## src/rtl/uart_tx_sched.sv

```systemverilog
// Shares one UART transmitter between NREQ byte producers: arbitration, free-running baud tick, frame strobes.
// Define RR_ARB_EN for round-robin arbitration; otherwise fixed priority (lowest index wins).
module uart_tx_sched #(
    parameter int NREQ       = 2,
    parameter int CLK_DIV    = 16,
    parameter int FRAME_BITS = 10
) (
    input  logic                    clk_sis,
    input  logic                    rst,
    input  logic [NREQ-1:0]         req_valid,
    input  logic [8*NREQ-1:0]       req_data,
    output logic [NREQ-1:0]         req_ready,
    output logic                    baud_tick,
    output logic                    start_bit,
    output logic [7:0]              uart_data,
    output logic                    stop_bit,
    output logic                    busy,
    output logic [$clog2(NREQ)-1:0] grant_id
);
    localparam int IW = $clog2(NREQ);
    localparam int CW = $clog2(CLK_DIV);
    localparam int BW = $clog2(FRAME_BITS);
    localparam logic [CW-1:0] CNT_MAX = CW'(CLK_DIV - 1);
    localparam logic [CW-1:0] CNT_PRE = CW'(CLK_DIV - 2);

    typedef enum logic [1:0] {S_IDLE = 2'd0, S_WAIT = 2'd1, S_SEND = 2'd2} state_t;

    state_t          state_q;
    logic [CW-1:0]   cnt_q;
    logic            tick_q;
    logic [BW-1:0]   bit_q;
    logic            busy_q;
    logic            start_q;
    logic            stop_q;
    logic [7:0]      data_q;
    logic [IW-1:0]   grant_q;

    logic [IW-1:0]   ptr_s;
    logic [IW-1:0]   win_s;
    logic            found_s;
    int              idx_s;
    logic            accept_s;
    logic            tick_pre_s;

`ifdef RR_ARB_EN
    logic [IW-1:0] ptr_q;

    // Round-robin pointer moves past the granted requester on every accept
    always_ff @(posedge clk_sis or negedge rst) begin
        if (!rst) begin
            ptr_q <= '0;
        end else if (accept_s) begin
            ptr_q <= (win_s == IW'(NREQ - 1)) ? '0 : win_s + 1'b1;
        end
    end
    assign ptr_s = ptr_q;
`else
    assign ptr_s = '0;
`endif

    // Winner = first valid requester searching upward from the pointer, wrapping
    always_comb begin
        win_s   = '0;
        found_s = 1'b0;
        idx_s   = 0;
        for (int k = 0; k < NREQ; k++) begin
            if (int'(ptr_s) + k >= NREQ) begin
                idx_s = int'(ptr_s) + k - NREQ;
            end else begin
                idx_s = int'(ptr_s) + k;
            end
            if (!found_s && req_valid[IW'(idx_s)]) begin
                found_s = 1'b1;
                win_s   = IW'(idx_s);
            end else begin
                found_s = found_s;
            end
        end
    end

    // Gating with rst keeps req_ready low while reset is asserted
    assign accept_s   = rst && (state_q == S_IDLE) && found_s;
    assign req_ready  = accept_s ? ({{(NREQ-1){1'b0}}, 1'b1} << win_s) : '0;
    assign tick_pre_s = (cnt_q == CNT_PRE);

    // Free-running baud divider; tick is registered one cycle ahead of the count wrap
    always_ff @(posedge clk_sis or negedge rst) begin
        if (!rst) begin
            cnt_q  <= '0;
            tick_q <= 1'b0;
        end else begin
            cnt_q  <= (cnt_q == CNT_MAX) ? '0 : cnt_q + 1'b1;
            tick_q <= tick_pre_s;
        end
    end

    // Frame sequencer; strobes use the lookahead so they line up with baud_tick
    always_ff @(posedge clk_sis or negedge rst) begin
        if (!rst) begin
            state_q <= S_IDLE;
            bit_q   <= '0;
            busy_q  <= 1'b0;
            start_q <= 1'b0;
            stop_q  <= 1'b0;
            data_q  <= 8'h00;
            grant_q <= '0;
        end else begin
            start_q <= tick_pre_s && (accept_s || (state_q == S_WAIT));
            stop_q  <= tick_pre_s && (state_q == S_SEND) && (bit_q == BW'(1));
            case (state_q)
                S_IDLE: begin
                    if (accept_s) begin
                        data_q  <= req_data[{win_s, 3'b000} +: 8];
                        grant_q <= win_s;
                        busy_q  <= 1'b1;
                        state_q <= S_WAIT;
                    end
                end
                S_WAIT: begin
                    if (tick_q) begin
                        bit_q   <= BW'(FRAME_BITS - 1);
                        state_q <= S_SEND;
                    end
                end
                S_SEND: begin
                    if (tick_q) begin
                        bit_q <= bit_q - 1'b1;
                        if (bit_q == BW'(1)) begin
                            busy_q  <= 1'b0;
                            state_q <= S_IDLE;
                        end
                    end
                end
                default: begin
                    busy_q  <= 1'b0;
                    state_q <= S_IDLE;
                end
            endcase
        end
    end

    assign baud_tick = tick_q;
    assign start_bit = start_q;
    assign stop_bit  = stop_q;
    assign busy      = busy_q;
    assign uart_data = data_q;
    assign grant_id  = grant_q;
endmodule

```

## config.mk

```make
export PLATFORM = sky130hd
export DESIGN_NAME = uart_tx_sched
export DESIGN_NICKNAME = d
export VERILOG_FILES = /design/src/rtl/uart_tx_sched.sv
export SDC_FILE = /design/constraint.sdc
export NUM_CORES = 1
export LEC_CHECK = 0
export ABC_CLOCK_PERIOD_IN_PS = 1400
export CAP_MARGIN = 20
export CORE_ASPECT_RATIO = 0.7
export CORE_MARGIN = 2
export CORE_UTILIZATION = 41
export CTS_BUF_LIST = sky130_fd_sc_hd__clkbuf_8
export DETAILED_ROUTE_END_ITERATION = 6
export PLACE_DENSITY = 0.76
export SYNTH_ARGS = -nofsm -noshare
export SYNTH_HDL_FRONTEND = slang
export SYNTH_SLANG_ARGS = --single-unit
```

## constraint.sdc

```tcl
create_clock -name clk_sis -period 1.4 [get_ports clk_sis]
set_input_delay 0.14 -clock clk_sis [delete_from_list [all_inputs] [get_ports clk_sis]]
set_output_delay 0.14 -clock clk_sis [all_outputs]
set_load 0.01 [all_outputs]
```

After elaboration in Yosys (flattened, before gate mapping)
Index checks and enable logic that the tools add are counted.
{"block": "classes", "addsub": 2, "multipliers": 0, "n_div": 0, "n_lt_le_gt_ge": 0, "n_eq_ne": 9, "shifts": 0, "mux": 15, "bitwise": 1, "reduce_logical": 12}
{"op": "$mux 4", "count": 3}
{"op": "$eq 4x4->1 const B", "count": 2}
{"op": "$mux 2", "count": 4}
{"op": "$pmux 4 s2", "count": 1}
{"op": "$reduce_and 4->1", "count": 2}
{"op": "$ne 2x2->1 const B", "count": 3}
{"op": "$pmux 2 s3", "count": 1}
{"op": "$logic_and 1x1->1", "count": 5}
{"op": "$mux 1", "count": 5}
{"op": "$add 4x1->4 const B", "count": 1}
{"op": "$eq 4x1->1 const B", "count": 1}
{"op": "$sub 4x1->4 const B", "count": 1}
{"op": "$pmux 1 s3", "count": 1}
{"op": "$reduce_and 3->1", "count": 1}
{"op": "$eq 2x1->1 const B", "count": 1}
{"op": "$eq 2x2->1 const B", "count": 1}
{"op": "$logic_not 2->1", "count": 1}
{"op": "$ne 2x1->1 const B", "count": 1}
{"op": "$reduce_and 2->1", "count": 1}
{"op": "$reduce_bool 2->1", "count": 1}
{"op": "$logic_or 1x1->1", "count": 1}
{"op": "$not 1->1", "count": 1}
{"block": "totals", "reg_bits": 22, "latchBits": 0, "mem_bits_rw": 0, "romBits": 0, "in_bits": 20, "output_inout_bits": 15, "wordCells": 47, "n_memories": 0}

Longest topological paths before layout
Gate-level depths: netlist (run 1).
{"block": "depth", "ltp_word": 5, "mapped_depth": 5, "ltp_nobuf": 5}

Worst setup path after synthesis (run 1)
No wires, ideal clock.
{"block": "synth_path", "kind": "reg2reg", "start": "register bit_q[1]", "end": "register busy_q, in the netlist busy", "setup_time_ns": 0.118, "t_arrival_ns": 1.185, "t_required_ns": 1.282, "setup_slack_ns": 0.097, "path_stages_with_launch": 6, "path_buffers": 0, "synth_period_minus_slack_ns": 1.303, "path_cell_list": "dfrtp_1 > inv_1 > ha_1 > nor4bb_1 > o21ai_0 > a21o_1"}
{"block": "synth_between", "elab_chain_len": 3}
{"element": "start, declared", "line_no": "31", "source": "logic [BW-1:0] bit_q;"}
{"element": "start signal, assigned", "line_no": "121", "source": "bit_q <= BW'(FRAME_BITS - 1);"}
{"element": "start signal, assigned", "line_no": "127", "source": "bit_q <= bit_q - 1'b1;"}
{"element": "$eq 4x1->1", "line_no": "128", "source": "if (bit_q == BW'(1)) begin"}
{"element": "$ne 2x1->1 (no source line)"}
{"element": "$reduce_and 4->1 (no source line)"}
{"element": "end signal, assigned", "line_no": "115", "source": "busy_q <= 1'b1;"}
{"element": "end signal, assigned", "line_no": "129", "source": "busy_q <= 1'b0;"}
{"element": "end signal, assigned", "line_no": "135", "source": "busy_q <= 1'b0;"}
{"element": "end, declared", "line_no": "32", "source": "logic busy_q;"}
No other way between the ends.
A chain may end at the register's enable or synchronous reset.

Worst setup path after layout (run 1)
{"block": "layout_path", "start": "register tick_q, in the netlist baud_tick", "end": "output port baud_tick"}
{"element": "start, declared", "line_no": "30", "source": "logic tick_q;"}
{"element": "start signal, assigned", "line_no": "93", "source": "tick_q <= tick_pre_s;"}
{"element": "end, declared", "line_no": "13", "source": "output logic baud_tick,"}
No word-level cell between the ends.

==> reports/qor.yml, run 1 <==
synth_edf_count: 0
synthMuxAreaShare: 0.100
clk_pin_slew_worst_paths_ns: 0.08
drt-pass1-iter-count: 4
p_per_area_mw_per_mm2: 937
grt_usage: 0.175
cpLargestDelayFamily: "buffers and inverters"
die-height_um: 45.6
synth_top_area_share: 0.544
area_growth_syn_to_layout_pct: 40.0
grt_pass1_wl_um: 3730
antenna_found_initial: 0
postSynth.asyncResetShare: 1.00
initial_core_util: 0.421
cp_slowest_stage_delay_ns: 0.54
synth-compound-area-share: 0.120
die_area_sq_mm: 0.00289
postSynthAreaPerCell_sq_um: 11.4
synthesis.area_sq_mm: 0.00101
cts_sinks: 22
ys_top_cells_by_count: "22 x dfrtp_1, 9 x mux2_2, 8 x inv_1"
htreeDepth: 1
synth-simple-area-share: 0.105
fin_hold_ws_ns: 0.244
cp_slowest_cell: "clkdlybuf4s50_1"
layout-drive-gt1-share: 0.223
synth.distinct_cells: 27
final_max_slew_viol_count: 0
reg2reg_from: "bit_q[1]"
numCtsBuffers: 3
drt_iter0_drc: 13
synth_most_common_cell: "dfrtp_1"
peakVddDrop_mv: 0.620
fin_tns_setup_ns: 0
syn_inst: 89
detail_route.wl_per_cell_um: 14.0
synth_fa_ha_area_frac: 0.0494
via_per_inst: 5.19
clk_path_buf_depth: 2
drc: 0
grt_max_degree: 23
grt_pass1_vias: 812
worst-path-buf-inv: 1
outcome: "finished, final reports clean"
rows: 15
portBuffers: 23
vias: 804
hold_buffers: 0
cp.required_ns: 1.26
yosysWarningCount: 0
dpl.hpwl_um: 1530
pwr-share-comb: 0.064
cts_root_buffer: "clkbuf_8"
startpoint: "baud_tick"
switchingPower_uw: 247
crit_path_end_kind: "output pin"
nets: 146
synth.area.top_cells: "dfrtp_1 54%, mux2_2 10%, ha_1 4.9%"
instances_no_fill: 155
place_congestion: 0.757
clockPowerShare: 0.447
power_frac_seq: 0.489
synth_ff_type: "dfrtp_1"
grt_setup_unrepaired: "no"
synth_top_area_cell: "dfrtp_1"
critPathLaunchType: "flop"
critical_path_arrival_ns: 1.19
boundaryPins: 35
place_inst: 150
ant_nets: 0
yosysSeqAreaShare: 0.544
clk_latency_ns: 0.27
synth_top_family_by_area: "compound AO/OA/AOI/OAI gates"
cts_tree: "done"
path_cells: "clkdlybuf4s50_1"
final.min_clock_period_ns: 1.33
finalHoldViolations: 0
grt_overflow_total: 0
switching_share: 0.186
coreArea_sq_mm: 0.00240
p_int_mw: 1.08
max_cap_viol_count: 0
finClkSkew_ns: 0.00566
finalSetupViolCount: 0
antenna_cells: 0
wl_um: 2180
fin_crit_sh: 0.952
worstSetupPathType: "flop to output pin"
crit_fanout: 2
max_clock_freq_ghz: 0.751
ys_ff_latch: 22
hold_path_class: "primary input to asynchronous set/reset pin"
synthXorXnorAreaFrac: 0.00865
die_w_um: 63.4
leakagePower_nw: 0.671
logic make-up after synthesis:
family,count (synthesis)
AO/OA/AOI/OAI,20
XOR/XNOR,1
adder cells (fa/ha/maj),4
buffers and inverters,14
flip-flops,22
multiplexers,9
other,1
AND/OR/NAND/NOR,18
layer usage:
| layer | vias to the layer above | GRT usage | share of wire |
|---|---|---|---|
| li1 | 370 | - | - |
| met1 | 387 | 0.195 | 0.40 |
| met2 | 40 | 0.307 | 0.48 |
| met3 | 7 | 0.0569 | 0.090 |
| met4 | 0 | 0.100 | 0.028 |
| met5 | - | 0 | 0 |
flip-flops by register name (all words and copies together) (netlist names):
name,flops
baud_tick,1
bit_q,4
busy,1
cnt_q,4
start_bit,1
state_q,2
stop_bit,1
uart_data,8
repair_timing:
item                                    in CTS  in global routing
setup buffers                                1                  0
gates resized for setup                      2                  3
endpoints found under the setup margin       2                  2
cells in the final DEF (no fill, tap or decap), drive strengths merged:
cell type and n:
mux2 9, o2bb2ai 1, xor2 1, bufinv 1, a211oi 1, nand3b 1, buf 10, a31oi 1
conb 2, clkdlybuf4s50 22, nand2 5, nor3 2, o22ai 2, a21o 1, nor2 3, inv 8
dfrtp 22, ha 4, nor4bb 1, clkbuf 3, a21oi 4, o41ai 1, a22oi 2, dlygate4sd2 1
and4b 1, nand3 3, o21ai 7, nor2b 1, or3 1
area by class of cell:
type,count,area [sq um]
inverter,8,30.0
multi-input combinational,54,418
sequential,22,552
timing repair buffer,33,304
tap,34,42.5
fill,210,985
clock buffer,3,41.3
clock inverter,1,30.0
power by group through the flow:
stage	sequential (mW)	combinational, mW	clock [mW]
floorplan	0.668	0.0184	0
global placement	0.662	0.0863	0
detailed placement	0.663	0.0865	0
CTS	0.650	0.0871	0.603
global route	0.652	0.0924	0.638
finish	0.650	0.0851	0.593
stage by stage:
step	power (mW)	setup slack, ns	area (sq um)	util
2_1_floorplan	0.686	0.0974	1020	-
3_3_place_gp	0.748	-0.143	1320	0.548
3_5_place_dp	0.749	-0.162	1320	0.548
4_1_cts	1.34	0.00958	1400	0.581
5_1_grt	1.38	0.0163	1420	0.590
6_report	1.33	0.0678	1420	0.590
final timing paths:
| path | cells after the start | to | slack (ns) |
|---|---|---|---|
| max reg2reg | 5 | busy | 0.08 |
| min | 2 | baud_tick | 0.24 |
| max in group asynchronous | 2 | baud_tick | 0.93 |
| min reg2reg | 1 | busy | 0.49 |
| min in group clk_sis | 2 | uart_data[5] | 0.48 |
| max | 1 | baud_tick | 0.07 |
(Power assumes the default switching activity.)
==> run 2: changes to the inputs <==
--- a/config.mk
+++ b/config.mk
@@ -11,6 +11,7 @@
 export CORE_MARGIN = 2
 export CORE_UTILIZATION = 41
 export CTS_BUF_LIST = sky130_fd_sc_hd__clkbuf_8
+export CTS_CLUSTER_DIAMETER = 50
 export DETAILED_ROUTE_END_ITERATION = 6
 export PLACE_DENSITY = 0.76
 export SYNTH_ARGS = -nofsm -noshare
==> results of run 2 <==
Final layout, timing and power as in run 1 (identical DEF).
